===== config.mk =====
export PLATFORM = sky130hd
export DESIGN_NAME = axi_rd_arbiter
export DESIGN_NICKNAME = d
export VERILOG_FILES = /design/src/rtl/axi_rd_arb_pkg.sv /design/src/rtl/axi_rd_arbiter_fifo.sv /design/src/rtl/axi_rd_arbiter.sv
export SDC_FILE = /design/constraint.sdc
export NUM_CORES = 1
export LEC_CHECK = 0
export CAP_MARGIN = 20
export CORE_ASPECT_RATIO = 2
export CORE_MARGIN = 2
export CORE_UTILIZATION = 55
export CTS_BUF_LIST = sky130_fd_sc_hd__clkbuf_4
export DETAILED_ROUTE_END_ITERATION = 7
export DONT_BUFFER_PORTS = 1
export GPL_TIMING_DRIVEN = 1
export PLACE_DENSITY_LB_ADDON = 0.05
export SLEW_MARGIN = 20
export SYNTH_ARGS = -nofsm -noshare
export SYNTH_HDL_FRONTEND = slang
export SYNTH_SLANG_ARGS = --single-unit

===== constraint.sdc =====
create_clock -name i_clk -period 8.4 [get_ports i_clk]
set_input_delay 1.68 -clock i_clk [delete_from_list [all_inputs] [get_ports i_clk]]
set_output_delay 1.68 -clock i_clk [all_outputs]
set_load 0.1 [all_outputs]

===== src/rtl/axi_rd_arb_pkg.sv =====
// Shared types, defaults and helper functions for the AXI read arbiter slice.
package axi_rd_arb_pkg;

    localparam int unsigned C_REQ_NUM_DEF         = 32'd4;
    localparam int unsigned C_AXI_ADDR_WIDTH_DEF  = 32'd32;
    localparam int unsigned C_USER_DATA_WIDTH_DEF = 32'd16;
    localparam int unsigned C_ORDER_DEPTH_DEF     = 32'd8;
    localparam int unsigned C_REQ_MAX             = 32'd8;

    typedef enum logic [0:0] {
        ST_IDLE  = 1'b0,
        ST_ISSUE = 1'b1
    } arb_state_e;

    function automatic int unsigned tag_width(input int unsigned req_num);
        return (req_num > 32'd1) ? $clog2(req_num) : 32'd1;
    endfunction

    // First valid requester after 'last', wrapping modulo req_num.
    function automatic int unsigned rr_pick(input logic [C_REQ_MAX-1:0] valid,
                                            input int unsigned last,
                                            input int unsigned req_num);
        int unsigned idx;
        int unsigned pick;
        logic        found;
        pick  = last;
        found = 1'b0;
        for (int unsigned i = 32'd1; i <= C_REQ_MAX; i++) begin
            idx = (last + i) % req_num;
            if (!found && (i <= req_num) && valid[idx[2:0]]) begin
                pick  = idx;
                found = 1'b1;
            end
        end
        return pick;
    endfunction

endpackage


===== src/rtl/axi_rd_arbiter_fifo.sv =====
// First-word-fall-through tag FIFO holding the owner of each outstanding burst.
module sync_tag_fifo #(
    parameter int unsigned P_WIDTH = 32'd2,
    parameter int unsigned P_DEPTH = 32'd8
) (
    input  logic                       i_clk,
    input  logic                       i_rst_n,
    input  logic                       i_push,
    input  logic [P_WIDTH-1:0]         i_din,
    input  logic                       i_pop,
    output logic [P_WIDTH-1:0]         o_dout,
    output logic                       o_empty,
    output logic                       o_full,
    output logic [$clog2(P_DEPTH):0]   o_count
);

    localparam int unsigned PTR_W = (P_DEPTH > 32'd1) ? $clog2(P_DEPTH) : 32'd1;
    localparam int unsigned CNT_W = $clog2(P_DEPTH) + 32'd1;

    logic [P_WIDTH-1:0] mem_r [P_DEPTH];
    logic [PTR_W-1:0]   wr_ptr_r;
    logic [PTR_W-1:0]   rd_ptr_r;
    logic [CNT_W-1:0]   count_r;
    logic               do_push_s;
    logic               do_pop_s;

    // Overflow/underflow guards
    always_comb begin
        do_push_s = i_push && (count_r != CNT_W'(P_DEPTH));
        do_pop_s  = i_pop && (count_r != {CNT_W{1'b0}});
    end

    // Storage, pointers and occupancy
    always_ff @(posedge i_clk or negedge i_rst_n) begin
        if (!i_rst_n) begin
            wr_ptr_r <= {PTR_W{1'b0}};
            rd_ptr_r <= {PTR_W{1'b0}};
            count_r  <= {CNT_W{1'b0}};
            for (int i = 0; i < P_DEPTH; i++) begin
                mem_r[i] <= {P_WIDTH{1'b0}};
            end
        end else begin
            if (do_push_s) begin
                mem_r[wr_ptr_r] <= i_din;
                wr_ptr_r        <= wr_ptr_r + PTR_W'(1'b1);
            end
            if (do_pop_s) begin
                rd_ptr_r <= rd_ptr_r + PTR_W'(1'b1);
            end
            case ({do_push_s, do_pop_s})
                2'b10:   count_r <= count_r + CNT_W'(1'b1);
                2'b01:   count_r <= count_r - CNT_W'(1'b1);
                default: count_r <= count_r;
            endcase
        end
    end

    assign o_dout  = mem_r[rd_ptr_r];
    assign o_empty = (count_r == {CNT_W{1'b0}});
    assign o_full  = (count_r == CNT_W'(P_DEPTH));
    assign o_count = count_r;

endmodule


===== src/rtl/axi_rd_arbiter.sv =====
// Round-robin sharing of one AXI read master; return beats steered by an in-order tag queue.
module axi_rd_arbiter
    import axi_rd_arb_pkg::*;
#(
    parameter int unsigned P_REQ_NUM         = C_REQ_NUM_DEF,
    parameter int unsigned P_AXI_ADDR_WIDTH  = C_AXI_ADDR_WIDTH_DEF,
    parameter int unsigned P_USER_DATA_WIDTH = C_USER_DATA_WIDTH_DEF,
    parameter int unsigned P_ORDER_DEPTH     = C_ORDER_DEPTH_DEF
) (
    input  logic                                  i_clk,
    input  logic                                  i_rst_n,
    input  logic [P_REQ_NUM-1:0]                  i_req_valid,
    output logic [P_REQ_NUM-1:0]                  o_req_ready,
    input  logic [P_REQ_NUM*P_AXI_ADDR_WIDTH-1:0] i_req_addr,
    input  logic [P_REQ_NUM*8-1:0]                i_req_length,
    output logic                                  o_u2a_valid,
    input  logic                                  i_axi_ready,
    output logic [P_AXI_ADDR_WIDTH-1:0]           o_u2a_addr,
    output logic [7:0]                            o_u2a_length,
    input  logic [P_USER_DATA_WIDTH-1:0]          i_user_data,
    input  logic                                  i_user_valid,
    input  logic                                  i_user_last,
    output logic [P_USER_DATA_WIDTH-1:0]          o_rd_data,
    output logic [P_REQ_NUM-1:0]                  o_rd_valid,
    output logic [P_REQ_NUM-1:0]                  o_rd_last,
    output logic [$clog2(P_ORDER_DEPTH):0]        o_outstanding,
    output logic                                  o_err_orphan
);

    localparam int unsigned TAG_W = tag_width(P_REQ_NUM);
    localparam int unsigned CNT_W = $clog2(P_ORDER_DEPTH) + 32'd1;
    localparam logic [P_REQ_NUM-1:0] REQ_ONE = {{(P_REQ_NUM-1){1'b0}}, 1'b1};

    logic [1:0]                   rst_sync_r;
    logic                         rst_n_s;
    arb_state_e                   state_r;
    logic [TAG_W-1:0]             last_r;
    logic [TAG_W-1:0]             tag_r;
    logic [P_AXI_ADDR_WIDTH-1:0]  addr_r;
    logic [7:0]                   len_r;
    logic [P_USER_DATA_WIDTH-1:0] rd_data_r;
    logic [P_REQ_NUM-1:0]         rd_valid_r;
    logic [P_REQ_NUM-1:0]         rd_last_r;
    logic                         orphan_r;
    logic [C_REQ_MAX-1:0]         req_valid_ext_s;
    logic [TAG_W-1:0]             win_tag_s;
    logic [P_AXI_ADDR_WIDTH-1:0]  win_addr_s;
    logic [7:0]                   win_len_s;
    logic                         accept_s;
    logic                         push_s;
    logic                         pop_s;
    logic                         beat_ok_s;
    logic [TAG_W-1:0]             head_tag_s;
    logic                         fifo_empty_s;
    logic                         fifo_full_s;
    logic [CNT_W-1:0]             count_s;

    // Asynchronous assert, two-flop synchronous release
    always_ff @(posedge i_clk or negedge i_rst_n) begin
        if (!i_rst_n) begin
            rst_sync_r <= 2'b00;
        end else begin
            rst_sync_r <= {rst_sync_r[0], 1'b1};
        end
    end

    assign rst_n_s = rst_sync_r[1];

    // Winner selection, grant and queue handshakes
    always_comb begin
        req_valid_ext_s                = {C_REQ_MAX{1'b0}};
        req_valid_ext_s[P_REQ_NUM-1:0] = i_req_valid;
        win_tag_s  = TAG_W'(rr_pick(req_valid_ext_s, 32'(last_r), P_REQ_NUM));
        win_addr_s = {P_AXI_ADDR_WIDTH{1'b0}};
        win_len_s  = 8'd0;
        for (int k = 0; k < P_REQ_NUM; k++) begin
            win_addr_s = (win_tag_s == TAG_W'(k)) ?
                         i_req_addr[k*P_AXI_ADDR_WIDTH +: P_AXI_ADDR_WIDTH] : win_addr_s;
            win_len_s  = (win_tag_s == TAG_W'(k)) ? i_req_length[k*8 +: 8] : win_len_s;
        end
        accept_s    = rst_n_s && (state_r == ST_IDLE) && (|i_req_valid) && !fifo_full_s;
        o_req_ready = accept_s ? (REQ_ONE << win_tag_s) : {P_REQ_NUM{1'b0}};
        push_s      = (state_r == ST_ISSUE) && i_axi_ready;
        beat_ok_s   = i_user_valid && !fifo_empty_s;
        pop_s       = beat_ok_s && i_user_last;
    end

    // Command FSM: one outstanding command on the master port at a time
    always_ff @(posedge i_clk or negedge rst_n_s) begin
        if (!rst_n_s) begin
            state_r <= ST_IDLE;
            last_r  <= TAG_W'(P_REQ_NUM - 32'd1);
            tag_r   <= {TAG_W{1'b0}};
            addr_r  <= {P_AXI_ADDR_WIDTH{1'b0}};
            len_r   <= 8'd0;
        end else begin
            case (state_r)
                ST_IDLE: begin
                    if (accept_s) begin
                        state_r <= ST_ISSUE;
                        tag_r   <= win_tag_s;
                        addr_r  <= win_addr_s;
                        len_r   <= win_len_s;
                    end
                end
                ST_ISSUE: begin
                    if (push_s) begin
                        state_r <= ST_IDLE;
                        last_r  <= tag_r;
                    end
                end
                default: state_r <= ST_IDLE;
            endcase
        end
    end

    // Return path: beats go to the oldest outstanding owner, orphans are sticky
    always_ff @(posedge i_clk or negedge rst_n_s) begin
        if (!rst_n_s) begin
            rd_data_r  <= {P_USER_DATA_WIDTH{1'b0}};
            rd_valid_r <= {P_REQ_NUM{1'b0}};
            rd_last_r  <= {P_REQ_NUM{1'b0}};
            orphan_r   <= 1'b0;
        end else begin
            rd_valid_r <= beat_ok_s ? (REQ_ONE << head_tag_s) : {P_REQ_NUM{1'b0}};
            rd_last_r  <= pop_s ? (REQ_ONE << head_tag_s) : {P_REQ_NUM{1'b0}};
            if (beat_ok_s) begin
                rd_data_r <= i_user_data;
            end
            orphan_r   <= orphan_r | (i_user_valid & fifo_empty_s);
        end
    end

    sync_tag_fifo #(
        .P_WIDTH (TAG_W),
        .P_DEPTH (P_ORDER_DEPTH)
    ) u_tag_fifo (
        .i_clk   (i_clk),
        .i_rst_n (rst_n_s),
        .i_push  (push_s),
        .i_din   (tag_r),
        .i_pop   (pop_s),
        .o_dout  (head_tag_s),
        .o_empty (fifo_empty_s),
        .o_full  (fifo_full_s),
        .o_count (count_s)
    );

    assign o_u2a_valid   = (state_r == ST_ISSUE);
    assign o_u2a_addr    = addr_r;
    assign o_u2a_length  = len_r;
    assign o_rd_data     = rd_data_r;
    assign o_rd_valid    = rd_valid_r;
    assign o_rd_last     = rd_last_r;
    assign o_outstanding = count_s;
    assign o_err_orphan  = orphan_r;

endmodule


======== Word level (Yosys, flattened, before mapping) ========
Cells that the tools add are included.
word-level totals
  bits in writable memories ............... 0
  bits in latches ......................... 0
  memories kept ........................... 0
  memory bits (read-only) ................. 0
  input port bits ......................... 185
  word-level logic and storage cells ...... 110
  register bits ........................... 98
  output and inout port bits .............. 74
cells by class
  bitwise gates (word level) .............. 5
  shift-type cells ........................ 2
  divide/modulo/power cells ............... 0
  multiplexer cells ....................... 36
  $lt $le $gt $ge ......................... 7
  equality and inequality tests ........... 7
  reductions and logical operators ........ 24
  add/subtract/negate cells ............... 8
  multipliers ............................. 0
operator list
  kind                                                      count
  2-to-1 mux 32 bit                                         4
  2-to-1 mux 8 bit                                          4
  bitwise mux 16 bit                                        1
  < comparator 2 x 4 -> 1 bit, second input constant        4
  2-to-1 mux 2 bit                                          7
  logical AND 1 bit                                         12
  2-to-1 mux 4 bit                                          3
  2-to-1 mux 1 bit                                          9
  binary-select mux 1 bit (select 2 bit)                    4
  greater-or-equal comparator 4 bit, second input constant  2
  inverter 3 -> 4 bit                                       2
  case mux 4 bit (2 select lines)                           1
  left shift 1 x 2 -> 4 bit, first input constant           2
  adder 3 x 1 -> 3 bit, second input constant               2
  binary-select mux 2 bit (select 3 bit)                    1
  demux 2 bit (select 3 bit)                                1
  == test 2 bit, second input constant                      3
  logical NOT 1 bit                                         5
  adder 2 x 1 -> 2 bit, second input constant               2
  adder 2 bit, second input constant                        2
  adder 4 x 1 -> 4 bit, second input constant               1
  == test 2 x 1 -> 1 bit, second input constant             2
  == test 4 bit, second input constant                      1
  logical NOT 4 bit                                         1
  12 further kinds                                          13

======== Depth between registers and ports, before layout ========
Gate-level depths: netlist of the first run.
  depth after elaboration ................. 18
  gate-level depth with buffers ........... 12
  depth with buffers taken out ............ 11

======== Modules after synthesis ========
A second synthesis of the first run with hierarchy kept.
second synthesis, totals
  cell total of the unflattened synthesis .. 484
  area total of the unflattened synthesis .. 4986.0 um^2
modules (own cells, without submodules)
  module          instances  seq. area each (um^2)  cells an instance  area an instance (um^2)
  axi_rd_arbiter  1          1804.2                 378                3587.2
  sync_tag_fifo   1          650.6                  106                1398.8

======== Least setup slack after synthesis of the first run ========
OpenSTA, ideal clock, no wires.
  kind .................................... register to output
  from .................................... reg rst_sync_r[1]
  to ...................................... out o_req_ready[0]
  setup slack ............................. 1306 ps
  data arrival time ....................... 5414 ps
  required time ........................... 6720 ps
  cell stages (with the launch flop) ...... 5
  buffers on the path ..................... 2
  path through ............................ dfrtp_1 or4b_4 buf_6 buf_2 nor3_1
on the way
  word-level cells in the longest chain between the ends .. 4
ends and longest elaborated chain
  what                             RTL line              RTL
  from (decl)                      axi_rd_arbiter.sv:34  logic [1:0] rst_sync_r;
  from (signal assigned)           axi_rd_arbiter.sv:63  rst_sync_r <= {rst_sync_r[0], 1'b1};
  logical AND 1 bit (3 in series)  axi_rd_arbiter.sv:81  accept_s = rst_n_s && (state_r == ST_IDLE) && (|i_req_valid) && !fifo_full_s;
  2-to-1 mux 4 bit                 axi_rd_arbiter.sv:82  o_req_ready = accept_s ? (REQ_ONE << win_tag_s) : {P_REQ_NUM{1'b0}};
  to (decl)                        axi_rd_arbiter.sv:13  output logic [P_REQ_NUM-1:0] o_req_ready,
Every way passes these cells.

======== Worst setup path in the final report of the first run ========
  from .................................... in i_req_valid[1]
  to ...................................... out o_req_ready[2]
on the way
  word-level cells in the longest chain between the ends .. 14
  elaborated cells between the ends (all ways) .. 26
  classes of those cells .................. 1 x shift; 16 x mux; 9 x reduce/logical
ends and longest elaborated chain
  what                                    RTL line              RTL
  from (decl)                             axi_rd_arbiter.sv:12  input logic [P_REQ_NUM-1:0] i_req_valid,
  binary-select mux 1 bit (select 2 bit)  axi_rd_arb_pkg.sv:30  if (!found && (i <= req_num) && valid[idx[2:0]]) begin
  2-to-1 mux 1 bit (not written as such)  axi_rd_arb_pkg.sv:30
  2-to-1 mux 1 bit                        axi_rd_arb_pkg.sv:30
  logical NOT 1 bit                       axi_rd_arb_pkg.sv:30
  logical AND 1 bit                       axi_rd_arb_pkg.sv:30
  2-to-1 mux 1 bit                        axi_rd_arb_pkg.sv:30
  logical NOT 1 bit                       axi_rd_arb_pkg.sv:30
  logical AND 1 bit                       axi_rd_arb_pkg.sv:30
  2-to-1 mux 1 bit                        axi_rd_arb_pkg.sv:30
  logical NOT 1 bit                       axi_rd_arb_pkg.sv:30
  logical AND 1 bit                       axi_rd_arb_pkg.sv:30
  2-to-1 mux 2 bit                        axi_rd_arb_pkg.sv:30
  left shift 1 x 2 -> 4 bit               axi_rd_arbiter.sv:82
  2-to-1 mux 4 bit (*)                    axi_rd_arbiter.sv:82
Mark *: on every way between the ends. The rest lies on a longest branch, timed or not. The select of a mux whose other input is x is not followed.

==> summary.txt, run 1 <==
Setup path
  • R2r worst-path depth: 11
  • CP arrival: 3.71 ns
  • Slowest stage delay, CP: 0.66 ns
  • Worst Path Max Fanout: 39
  • Crit-path slowest cell: nand2_1
  • Worst Path Required: 6.72 ns
  • Startpoint Class: input port
  • Critical path capture point type: output pin
  • Class of the most critical setup path: in -> out
  • Cell Chain, Critical Path: o21a_1 > o21ai_2 > buf_4 > nand2_1 > nor3_2 > clkbuf_16

STA
  • Fmax: 0.1856 GHz
  • Least-Margin Pin Slew: 1.102 ns
  • Setup violations, final: 0
  • Final Hold Fails: 0
  • Final Max Slew Viols: 0
  • Tmin final: 5.388 ns
  • Setup TNS: 0 ns
  • RSZ-0062 raised after global routing: false
  • Clk_skew: 0.02107 ns
  • Slew HR: 26.52%
  • Period utilization: 64.14%

Layout
  • Most common cell after layout, fill and taps aside: dfrtp_1
  • Share of layout cells above drive strength 1: 13.13%
  • Most frequent cells in the layout: 95 x dfrtp_1, 84 x nand2_1, 30 x o21ai_0, 30 x a21oi_1, 24 x nor2_1
  • # fillers: 821
  • Area delta synth->final: 3.776%
  • Area of the multi-input gates: 0.002589 mm²
  • Total Nets Final: 703
  • Storage cell area: 0.002459 mm²

Routing
  • DR vias/cell: 6.963
  • Antenna viol nets, final: 0
  • Top Metal Used: met4
  • Remaining DRCs: 0
  • Met3 wire length: 1.325 mm
  • Via Count: 4338
  • Wire per inst: 23.86 µm
  • Detailed Route WL: 14.86 mm
  • DRT iter0 DRCs: 292
  • First-pass DRT Iterations: 4
  • M1 wire length: 5.118 mm
  • Met2 Routed Length: 7.867 mm

Flow run
  • Max cap viols: 0

Placement
  • Port Buffer Count: 0
  • DP HPWL: 11.09 mm
  • Gpl congestion: 0.8726

Floorplanning
  • Die area: 0.01036 mm²
  • Initial core utilization: 56.16%
  • DIE WIDTH: 72.99 µm
  • Row count: 50
  • Core Box Area: 0.009321 mm²
  • I/O pins: 259
  • Chip height: 142.0 µm

Status
  • Outcome: completed

Global routing
  • Global-route wire length before repair: 22.16 mm
  • Initial antenna violation count: 1
  • All-layer global routing usage: 27.85%
  • Vias in the first global route: 4297
  • GRT overflow: 0
  • Largest net degree at the start of global routing: 68

Clock network
  • Bufs on Longest Clock Path: 2
  • CTS Buf Count: 9
  • Clock-pin slew on the worst setup and hold paths: 0.16 ns
  • Hold bufs inserted after CTS: 0
  • CTS root buf: clkbuf_4
  • TritonCTS sink count: 98
  • Number of setup buffers added after CTS: 0
  • H-tree levels: 3
  • Post-CTS sizing: 0
  • CTS tree: built
  • Skew-Pair Late Insertion Delay: 0.46 ns

Synth
  • Post-synth cell types: 55
  • Mean Syn Cell Area: 9.694 µm²
  • Number of synthesized register bits: 98
  • EDFF count, synth: 0
  • Ys async rst share: 100.0%
  • Ys flop type: dfrtp_1
  • Syn Std Cell Area: 0.005235 mm²
  • Sequential fraction of the synthesis area: 46.89%
  • Syn. warnings: 0
  • Synthesized instance count: 540
  • Mapped Nets: 730

Min path
  • Min-Delay Path Class: reg -> async
==> sequential cells by signal, indices dropped and copies added, names as in the netlist <==
register             cells
u_tag_fifo.o_count       4
tag_r                    2
o_rd_last                4
u_tag_fifo.rd_ptr_r      3
o_u2a_length             8
u_tag_fifo.wr_ptr_r      3
o_err_orphan             1
o_rd_data               16
o_u2a_valid              1
rst_sync_r               2
u_tag_fifo.mem_r        16
o_rd_valid               4
last_r                   2
o_u2a_addr              32
==> worst max-delay path, delay by kind of cell <==
family	cells	cell delay, ns
AND/OR/NAND/NOR	2	1.10
buffers and inverters	2	0.61
AO/OA/AOI/OAI	2	0.29
==> cells in the mapped netlist (9+ instances only) <==
| library cell | instances | share of area (%) |
|---|---|---|
| o22ai_1 | 9 | 1.1 |
| nor2_1 | 26 | 1.9 |
| a21oi_1 | 31 | 3.0 |
| o221ai_1 | 11 | 1.8 |
| buf_2 | 16 | 1.5 |
| nand2_1 | 84 | 6.0 |
| nand3_1 | 19 | 1.8 |
| dfrtp_1 | 96 | 46 |
| a2bb2oi_1 | 13 | 2.2 |
| and3_1 | 18 | 2.2 |
| clkbuf_1 | 21 | 1.5 |
| o22a_1 | 16 | 2.7 |
| mux2_2 | 21 | 4.5 |
| o21ai_0 | 30 | 2.9 |
| o21ai_1 | 14 | 1.3 |
| a211oi_1 | 17 | 2.4 |
| a221o_1 | 15 | 2.9 |
==> area by class of cell <==
cell class / count / share of cell area [%]
multi-input combinational: 394 / 47.65
tap: 104 / 2.395
clock buffer: 9 / 1.244
antenna: 1 / 0.04606
timing repair buffer: 7 / 1.658
sequential: 98 / 45.26
inverter: 3 / 0.2073
clock inverter: 7 / 1.543
==> through the flow <==
step / hold WS (ns) / instances / utilization [%] / setup slack [ns] / instance area (µm²)
after floorplan: 0.3312 / 540 / - / 1.306 / 5235
after global routing: 0.3076 / 623 / 58.28 / 2.912 / 5433
after CTS: 0.2860 / 622 / 58.23 / 3.000 / 5428
final: 0.2676 / 623 / 58.28 / 3.012 / 5433
after global placement: 0.2698 / 606 / 56.60 / 3.047 / 5276
after detailed placement: 0.2742 / 606 / 56.60 / 3.005 / 5276
==> layer usage <==
layer / vias up / global-route usage, %
met1: 2117 / 30.32
met3: 44 / 8.569
li1: 1941 / -
met2: 236 / 48.60
met5: - / 0
met4: 0 / 11.70
==> final timing paths <==
check,end,slack [ns],from
max in group asynchronous,o_u2a_addr[25],6.91,rst_sync_r[1]
setup / recovery,o_req_ready[2],3.01,i_req_valid[1]
setup reg to reg,u_tag_fifo.o_count[2],4.70,u_tag_fifo.o_count[1]
hold reg to reg,o_rd_data[1],0.27,rst_sync_r[1]
hold / removal,o_rd_data[1],0.27,rst_sync_r[1]
min in group i_clk,rst_sync_r[1],0.38,rst_sync_r[0]
==> cell families (layout without fill, tap and decap cells) <==
family	Yosys count	after routing	share of synthesized area, %
multiplexers	27	27	6.621
buffers and inverters	48	26	4.350
other	1	2	0.07163
AND/OR/NAND/NOR	184	184	17.42
flip-flops	98	98	46.89
adder cells (fa/ha/maj)	5	5	1.195
AO/OA/AOI/OAI	169	169	22.11
XOR/XNOR	8	8	1.338
Power of run 1 is not shown: default switching activity piles up to over one toggle a cycle in this logic, so the estimate is an artifact.
==> inputs of run 2 (changes only) <==
Clock period 8.4 ns to 4.3 ns, I/O delays scaled along.
==> run 2 against run 1 <==
Net effect: worst hold slack worse by 0.22 ns; flip-flop and latch count unchanged; design area up 0.69%; first-iteration DRC count down 21%; core utilization up 0.40 points; global-route usage up 1.8 points; critical endpoint is now o_req_ready[0]; largest cell class unchanged.
==> summary.txt, run 2 (synthesized netlist as in run 1, its figures left out) <==
Status
  • Outcome: completed

Clock network
  • Bufs on Longest Clock Path: 2
  • Clock-pin slew on the worst setup and hold paths: 0.17 ns
  • Skew-Pair Late Insertion Delay: 0.46 ns
  • CTS Buf Count: 9
  • Number of setup buffers added after CTS: 0
  • Hold bufs inserted after CTS: 0
  • CTS tree: built
  • Post-CTS sizing: 0
  • CTS root buf: clkbuf_4
  • H-tree levels: 3
  • TritonCTS sink count: 98

STA
  • Final hold slack: 0.05061 ns
  • Period utilization: 82.88%
  • Tmin final: 3.564 ns
  • Final Hold Fails: 0
  • Fmax: 0.2806 GHz
  • Setup TNS: 0 ns
  • RSZ-0062 raised after global routing: false
  • Slew HR: 25.20%
  • Final Max Slew Viols: 0
  • Clk_skew: 0.01468 ns
  • Least-Margin Pin Slew: 1.122 ns
  • Setup violations, final: 0

Placement
  • Port Buffer Count: 0
  • Gpl congestion: 0.9042
  • Post-DP Area: 0.005334 mm²
  • Placed cell count: 617
  • DP HPWL: 11.45 mm

Setup path
  • CP arrival: 2.70 ns
  • R2R Setup Slk: 1.22 ns
  • RR Endpoint: u_tag_fifo.o_count[3]
  • Worst Path Required: 3.44 ns
  • Worst Path Max Fanout: 48
  • R2r startpoint: u_tag_fifo.o_count[2]
  • R2r worst-path depth: 8
  • Critical path capture point type: output pin
  • Class of the most critical setup path: reg -> out
  • Startpoint Class: flop

Layout
  • Most common cell after layout, fill and taps aside: dfrtp_1
  • Total Nets Final: 714
  • Cell area after layout: 0.005470 mm²
  • Storage cell area: 0.002459 mm²
  • Area of the multi-input gates: 0.002601 mm²
  • Largest register FFs: 32
  • Area delta synth->final: 4.493%
  • # fillers: 833
  • Share of layout cells above drive strength 1: 14.93%
  • Most frequent cells in the layout: 95 x dfrtp_1, 84 x nand2_1, 30 x o21ai_0, 30 x a21oi_1, 24 x nor2_1
  • Final std cells w/o fill: 634

Floorplanning
  • Chip height: 142.0 µm
  • Row count: 50
  • I/O pins: 259
  • DIE WIDTH: 72.99 µm
  • Initial core utilization: 56.16%
  • Die area: 0.01036 mm²
  • Core Box Area: 0.009321 mm²

Global routing
  • Initial antenna violation count: 1
  • Global-route wire length before repair: 23.07 mm
  • GRT overflow: 0
  • Vias in the first global route: 4331
  • Largest net degree at the start of global routing: 79
  • All-layer global routing usage: 29.67%

Routing
  • DRT iter0 DRCs: 231
  • Remaining DRCs: 0
  • DR vias/cell: 6.811
  • Antenna viol nets, final: 0
  • Via Count: 4318
  • Wire per inst: 24.29 µm
  • First-pass DRT Iterations: 4
  • Detailed Route WL: 15.40 mm

Min path
  • Min-Delay Path Class: in -> async

Flow run
  • Max cap viols: 0
-- run 2: cell types whose count changed in the layout (fill, tap and decap cells not counted), sizes merged --
cell,delta
bufinv,-1
inv,+1
buf,+12
clkbuf,-1
-- run 2: layout make-up --
type	count	share of cell area, %
diodes	1	0.04575
clock buffers	9	1.235
clock inverters	7	1.098
inverters	3	0.2059
multi-input cells	394	47.55
flip-flops and latches	98	44.95
well taps	104	2.379
repair buffers	18	2.539
-- run 2: how the worst max path moves through the flow --
stage	to	cells after the start	slack (ns)	from
detailed placement	u_tag_fifo.o_count[2]	10	0.69	i_user_valid
global route	o_req_ready[1]	5	0.62	u_tag_fifo.o_count[1]
global placement	u_tag_fifo.o_count[2]	10	0.86	i_user_valid
CTS	o_req_ready[0]	5	0.71	u_tag_fifo.o_count[1]
finish	o_req_ready[0]	5	0.74	u_tag_fifo.o_count[1]
floorplan	o_req_ready[1]	5	0.06	u_tag_fifo.o_count[1]
-- run 2: per-stage QoR --
step / util (%) / worst slack [ns]
2_1_floorplan: - / 0.05730
3_3_place_gp: 57.22 / 0.8566
3_5_place_dp: 57.22 / 0.6856
4_1_cts: 58.59 / 0.7078
5_1_grt: 58.68 / 0.6217
6_report: 58.68 / 0.7362
-- run 2: worst max-delay path, stage by stage (launching register included) --
cell and delay, ns:
dfrtp_1 0.38, buf_4 0.33, nor4b_2 0.16, or4b_4 0.82, nor3_4 0.20, buf_4 0.32
-- run 2: metal layers --
layer	wire (µm)	GRT usage (%)	part of all wire, %
met1	5546	33.24	36
met5	0	0	0
met2	8377	51.92	54
met4	552	13.45	3.6
met3	925	6.799	6.0
Power of run 2 is left out for the same reason.
==> inputs of run 3 (changes only) <==
Clock period 4.3 ns to 2.9 ns, I/O delays scaled along.
==> run 3 against run 2 <==
Net effect: die area did not move; routed wire length rose by 2.7%; count of clock-buffer cells in the layout did not move; non-clock buffer count rose by 15; clock skew rose by 0.018 ns; critical path depth did not move; flip-flop and latch count did not move; worst setup slack got worse by 0.59 ns; critical endpoint unchanged; core utilization rose by 2.2 points; cell count rose by 2.4%.
==> summary.txt, run 3 (synthesized netlist as in run 1, its figures left out) <==
Status
  • Outcome: completed

Routing
  • DR vias/cell: 6.826
  • Antenna viol nets, final: 0
  • DRT iter0 DRCs: 284
  • Remaining DRCs: 0
  • Wire per inst: 24.37 µm
  • Via Count: 4430
  • First-pass DRT Iterations: 5
  • Detailed Route WL: 15.82 mm

STA
  • Least-Margin Pin Slew: 0.9789 ns
  • Setup violations, final: 0
  • Clk_skew: 0.03240 ns
  • Final Max Slew Viols: 0
  • Period utilization: 94.96%
  • Fmax: 0.3631 GHz
  • Slew HR: 34.74%
  • Final Hold Fails: 0
  • Final hold slack: 0.1914 ns
  • Tmin final: 2.754 ns
  • RSZ-0062 raised after global routing: false

Layout
  • Most common cell after layout, fill and taps aside: dfrtp_1
  • Area delta synth->final: 8.365%
  • Storage cell area: 0.002464 mm²
  • # fillers: 829
  • Most frequent cells in the layout: 91 x dfrtp_1, 84 x nand2_1, 30 x o21ai_0, 30 x a21oi_1, 28 x buf_4
  • Area of the multi-input gates: 0.002626 mm²
  • Largest register FFs: 32
  • Total Nets Final: 729
  • Share of layout cells above drive strength 1: 17.83%

Clock network
  • CTS Buf Count: 9
  • Clock-pin slew on the worst setup and hold paths: 0.17 ns
  • Skew-Pair Late Insertion Delay: 0.47 ns
  • CTS root buf: clkbuf_4
  • H-tree levels: 3
  • CTS tree: built
  • TritonCTS sink count: 98
  • Bufs on Longest Clock Path: 2

Floorplanning
  • Core Box Area: 0.009321 mm²
  • Chip height: 142.0 µm
  • Die area: 0.01036 mm²
  • DIE WIDTH: 72.99 µm
  • Row count: 50
  • I/O pins: 259
  • Initial core utilization: 56.16%

Global routing
  • Largest net degree at the start of global routing: 56
  • GRT overflow: 0
  • Global-route wire length before repair: 23.95 mm
  • Vias in the first global route: 4602
  • Initial antenna violation count: 1
  • All-layer global routing usage: 30.72%

Placement
  • DP HPWL: 12.02 mm
  • Port Buffer Count: 0
  • Gpl congestion: 0.8763

Min path
  • Min-Delay Path Class: in -> reg

Setup path
  • Startpoint Class: flop
  • Class of the most critical setup path: reg -> out
  • Worst Path Required: 2.32 ns
  • CP arrival: 2.17 ns
  • Worst Path Max Fanout: 16
  • Critical path capture point type: output pin

Flow run
  • Max cap viols: 0
## run 3: layer usage
layer  wire (µm)  track usage (%)
met2        8728            55.38
met3        1001            4.745
met1        5386            33.01
met4         699            16.67
met5           0                0
## run 3: path summary, 6_finish.rpt
| path | from | end | slack (ns) | depth (start not counted) |
|---|---|---|---|---|
| setup / recovery | last_r[0] | o_req_ready[0] | 0.15 | 5 |
| hold / removal | i_axi_ready | o_u2a_valid | 0.19 | 1 |
| max in group asynchronous | rst_sync_r[1] | o_err_orphan | 1.31 | 2 |
| hold reg to reg | rst_sync_r[0] | rst_sync_r[1] | 0.35 | 0 |
| min in group asynchronous | i_rst_n | rst_sync_r[1] | 0.33 | 1 |
| setup reg to reg | u_tag_fifo.o_count[2] | u_tag_fifo.o_count[2] | 0.17 | 11 |
## run 3: timing repair
action / CTS / global route
hold endpoints to repair: 2 / 0
resized for setup: 1 / 1
endpoints found under the setup margin: 1 / 2
pin swaps: 1 / 0
hold buffers: 1 / 0
buffers inserted: 5 / 0
## run 3: layout make-up
class | count | area share [%]
clock buffer | 9 | 1.191
multi-input combinational | 394 | 46.29
tap | 104 | 2.294
inverter | 3 | 0.1985
timing repair buffer | 33 | 5.293
antenna | 1 | 0.04411
sequential | 98 | 43.43
clock inverter | 7 | 1.257
## run 3: through the flow
step	util, %	instance area, µm²	std cells	TNS [ns]	setup WS [ns]
global placement	58.72	5474	626	0	0.3199
detailed placement	58.72	5474	626	0	0.1978
global route	60.86	5673	649	0	0.02254
CTS	60.74	5662	648	0	0.07426
finish	60.86	5673	649	0	0.1461
floorplan	-	5291	540	-0.9718	-0.4259
## run 3: critical path: stages, from the launching register on
cell and delay [ns]:
dfstp_2 0.68, o21a_1 0.19, o21a_2 0.31, nor2_1 0.16, nor3_4 0.17, buf_12 0.20
Power of run 3 is left out for the same reason.
==> variant 1 (settings of run 1) <==
Compare `count_r` against `CNT_W'(P_DEPTH)` with >= in place of ==.
--- a/src/rtl/axi_rd_arbiter_fifo.sv
+++ b/src/rtl/axi_rd_arbiter_fifo.sv
@@ -59,3 +59,3 @@
     assign o_empty = (count_r == {CNT_W{1'b0}});
-    assign o_full  = (count_r == CNT_W'(P_DEPTH));
+    assign o_full  = (count_r >= CNT_W'(P_DEPTH));
     assign o_count = count_r;
Formal check against the unedited RTL: no difference found for any inputs over 4 cycles, from zero or initial values and one cycle with i_rst_n low; that may be too few to reach the edited logic, so the function may still have changed.
==> variant 1 against run 1 <==
- clock skew is 0.0026 ns higher
- critical endpoint is now o_req_ready[0]
- setup slack lost 0.16 ns
- synthesized area rose by 2.6%
- non-clock buffer count up 4
- via count is 1.4% lower
- sequential cell count unchanged
- hold slack got worse by 0.034 ns
- design area is 2.4% higher
- utilization down 0.54 points
- wire length up 3.0%
Power is left out: the tool's default activity adds up to more than one toggle a clock period on the data nets, which glitch-free logic cannot reach.
==> variant 1: results (changes against run 1) <==
Post-synth top cells=dfrtp_1, nand2_1, o21ai_1; Slew headroom=26.6% (+0.091 points); DR vias/cell=6.50 (-6.6%); total CTS buffers=9 (unchanged); number of DRC markers in iteration 0=305 (+4.5%); pre-CTS worst setup slack=2.89 ns (-0.119 ns); global-route total usage across every layer=28.6% (+0.79 points); dpl hpwl=11.5 mm (+3.5%); clock skew=0.0237 ns (+0.00262 ns); sequential cell area fraction in the yosys report=45.7% (-1.2 points); Area contributors post-synth=dfrtp_1, nand2_1, mux2_2; Net Count, Synth=733 (+0.41%); Resized cells post-CTS=0 (unchanged); CTS H-tree depth=3 (unchanged); outcome=finished clean; later-pin clock latency in the skew report=~0.47 ns; slowest cell delay on critical path=0.68 ns (+0.02 ns); vias in the first global route=4307 (+0.23%); layout cells sized above 1=15.6% (+2.5 points); Detailed Routing Iterations Pass 1=5 (+1); global-route wire length before repair=22.9 mm (+3.3%); Max clock buf depth=2 (unchanged); Arr. time, crit path=3.86 ns (+0.15 ns); final RePlAce weighted congestion=0.837 (-4.0%); Final nets=709 (+0.85%); CP max stage cell=a22oi_4; Netlist cell types=64 (+16%); antenna violations before repair=2 (+1); Routed WL=15.3 mm (+3.0%); crit-path max FO=36 (-7.7%)
[variant 1: layout make-up]
class / instances / area, um2
inverters: 10 / 37.5
clock inverters: 7 / 60.1
diodes: 2 / 5.00
repair buffers: 11 / 118
multi-input cells: 389 / 2650
well taps: 132 / 165
flip-flops and latches: 98 / 2460
clock buffers: 9 / 67.6
fillers: 853 / 4070
[variant 1: worst paths after layout]
kind | slack, ns | depth (start not counted) | from | endpoint
setup / recovery | 2.86 | 5 | i_req_valid[3] | o_req_ready[0]
hold / removal | 0.23 | 0 | rst_sync_r[1] | u_tag_fifo.wr_ptr_r[2]
setup reg to reg | 4.93 | 12 | u_tag_fifo.o_count[3] | u_tag_fifo.o_count[2]
hold reg to reg | 0.23 | 0 | rst_sync_r[1] | u_tag_fifo.wr_ptr_r[2]
max in group asynchronous | 6.89 | 1 | rst_sync_r[1] | u_tag_fifo.mem_r[15]
min in group i_clk | 0.38 | 0 | rst_sync_r[0] | rst_sync_r[1]
[variant 1: logic make-up (layout without fill, tap and decap cells)]
kind of cell | count (synthesis) | in the layout | share of synthesized area (%)
adders and majority gates | 5 | 5 | 1.16
DFF | 98 | 98 | 45.7
buffers and inverters | 56 | 37 | 5.71
xor gates and xnor gates | 8 | 8 | 1.30
other | 1 | 3 | 0.0698
and+or+nand+nor | 179 | 179 | 16.2
muxes | 27 | 27 | 6.54
AOI/OAI and AO/OA | 169 | 169 | 23.4
[variant 1: through the flow]
stage          hold WS [ns]  util, %  std cells  area [um2]
4_1_cts               0.241     57.7        656        5560
3_3_place_gp          0.225     56.4        640        5430
6_report              0.233     57.7        658        5560
5_1_grt               0.262     57.7        658        5560
2_1_floorplan         0.331        -        543        5370
3_5_place_dp          0.227     56.4        640        5430
[variant 1: layer usage]
metal  wire [um]  vias to the layer above  share of wire [%]  global-route usage (%)
li1            -                     1952                  -                       -
met1        5370                     2095                 35                    33.1
met2        8400                      198                 55                    49.4
met3        1070                       33                7.0                    7.64
met4         480                        0                3.1                    10.8
met5           0                        -                  0                       0
==> variant 2 (flow settings as in run 1) <==
Without the edit above. `C_REQ_MAX`: 32'd8 -> 32'd12.
--- a/src/rtl/axi_rd_arb_pkg.sv
+++ b/src/rtl/axi_rd_arb_pkg.sv
@@ -7,3 +7,3 @@
     localparam int unsigned C_ORDER_DEPTH_DEF     = 32'd8;
-    localparam int unsigned C_REQ_MAX             = 32'd8;
+    localparam int unsigned C_REQ_MAX             = 32'd12;
 
Behaviour: unchanged (Yosys induction, for registers that start in step).
==> variant 2 against run 1 <==
- clock skew up 0.0018 ns
- die area up 4.1%
- setup slack better by 0.048 ns
- hold slack better by 0.084 ns
- synthesized area up 4.3%
- cell count up 11%
- sequential cell count unchanged
- wire length up 2.4%
- design area up 4.6%
Power is not shown: default switching activity piles up to over one toggle a cycle in this logic, so the estimate is an artifact.
==> variant 2: results (changes against run 1) <==
outcome=finished clean; global-route total usage across every layer=28.6% (+0.78 points); slowest cell delay on critical path=1.14 ns (+0.48 ns); M1 WL=5.05 mm (-1.3%); Cell Count, Final, Fillers Out=689 (+11%); largest net degree at the start of global routing=58 (-15%); crit-path max FO=47 (+21%); layout cells sized above 1=12.1% (-1.0 points); Post-synth top cells=dfrtp_1, nand2_1, a21oi_1; Area contributors post-synth=dfrtp_1, nand2_1, a21oi_1; wire length on met2=8.73 mm (+11%); antenna violations before repair=3 (+2); sequential cell area fraction in the yosys report=44.9% (-1.9 points); CP max stage cell=dfrtp_1; Netlist cell types=62 (+13%); Final nets=739 (+5.1%); Slew headroom=19.9% (-6.6 points); dpl hpwl=11.6 mm (+4.8%); clock skew=0.0228 ns (+0.00176 ns); per-cell routed wire length=22.1 um (-7.4%); vias in the first global route=4439 (+3.3%); global-route wire length before repair=23.6 mm (+6.5%); final RePlAce weighted congestion=0.882 (+1.0%); Net Count, Synth=770 (+5.5%); Cells after DPL=669 (+10%); fill count=893 (+8.8%)
-- variant 2: worst paths after layout --
| kind | start | end | slack, ns | depth (start not counted) |
|---|---|---|---|---|
| worst max-delay path | u_tag_fifo.o_count[1] | o_req_ready[2] | 3.06 | 3 |
| worst min-delay path | rst_sync_r[1] | u_tag_fifo.mem_r[5] | 0.35 | 0 |
| worst max register to register | u_tag_fifo.o_count[2] | u_tag_fifo.o_count[2] | 4.46 | 12 |
| worst min register to register | rst_sync_r[1] | u_tag_fifo.mem_r[5] | 0.35 | 0 |
| max in group asynchronous | rst_sync_r[1] | tag_r[0] | 6.97 | 1 |
| min in group i_clk | rst_sync_r[0] | rst_sync_r[1] | 0.37 | 0 |
-- variant 2: logic make-up (layout without fill, tap and decap cells) --
logic type / after synthesis / count (layout) / synth area share, %
AOI/OAI and AO/OA: 194 / 194 / 24.4
buffers and inverters: 55 / 29 / 4.60
DFF: 98 / 98 / 44.9
and+or+nand+nor: 191 / 191 / 17.0
xor gates and xnor gates: 8 / 8 / 1.28
other: 1 / 4 / 0.0687
adders and majority gates: 5 / 5 / 1.15
muxes: 28 / 28 / 6.55
-- variant 2: through the flow --
| stage | cell area, um2 | setup WS [ns] | hold WS [ns] |
|---|---|---|---|
| after floorplan | 5460 | 1.89 | 0.331 |
| after global placement | 5500 | 3.22 | 0.339 |
| after detailed placement | 5510 | 3.19 | 0.346 |
| after CTS | 5640 | 3.04 | 0.380 |
| after global routing | 5680 | 2.93 | 0.392 |
| final | 5680 | 3.06 | 0.351 |
-- variant 2: cell type report --
class                           count  area share [%]
Timing Repair Buffer                6            1.14
Multi-Input combinational cell    427            49.7
Antenna cell                        3           0.132
Inverter                            7           0.462
Tap cell                          132            2.91
Clock buffer                       10            1.32
Sequential cell                    98            43.3
Clock inverter                      6            1.03
-- variant 2: worst max-delay path: cells and delay by family, from the launching register on --
family	cells	cell delay, ns
flip-flops	1	1.14
AND/OR/NAND/NOR	1	0.21
AO/OA/AOI/OAI	2	1.83
-- variant 2: layer usage --
metal / vias to the layer above / track usage (%)
met2: 215 / 51.2
met1: 2185 / 30.6
met4: 0 / 10.4
met3: 22 / 8.19
li1: 2045 / -
met5: - / 0
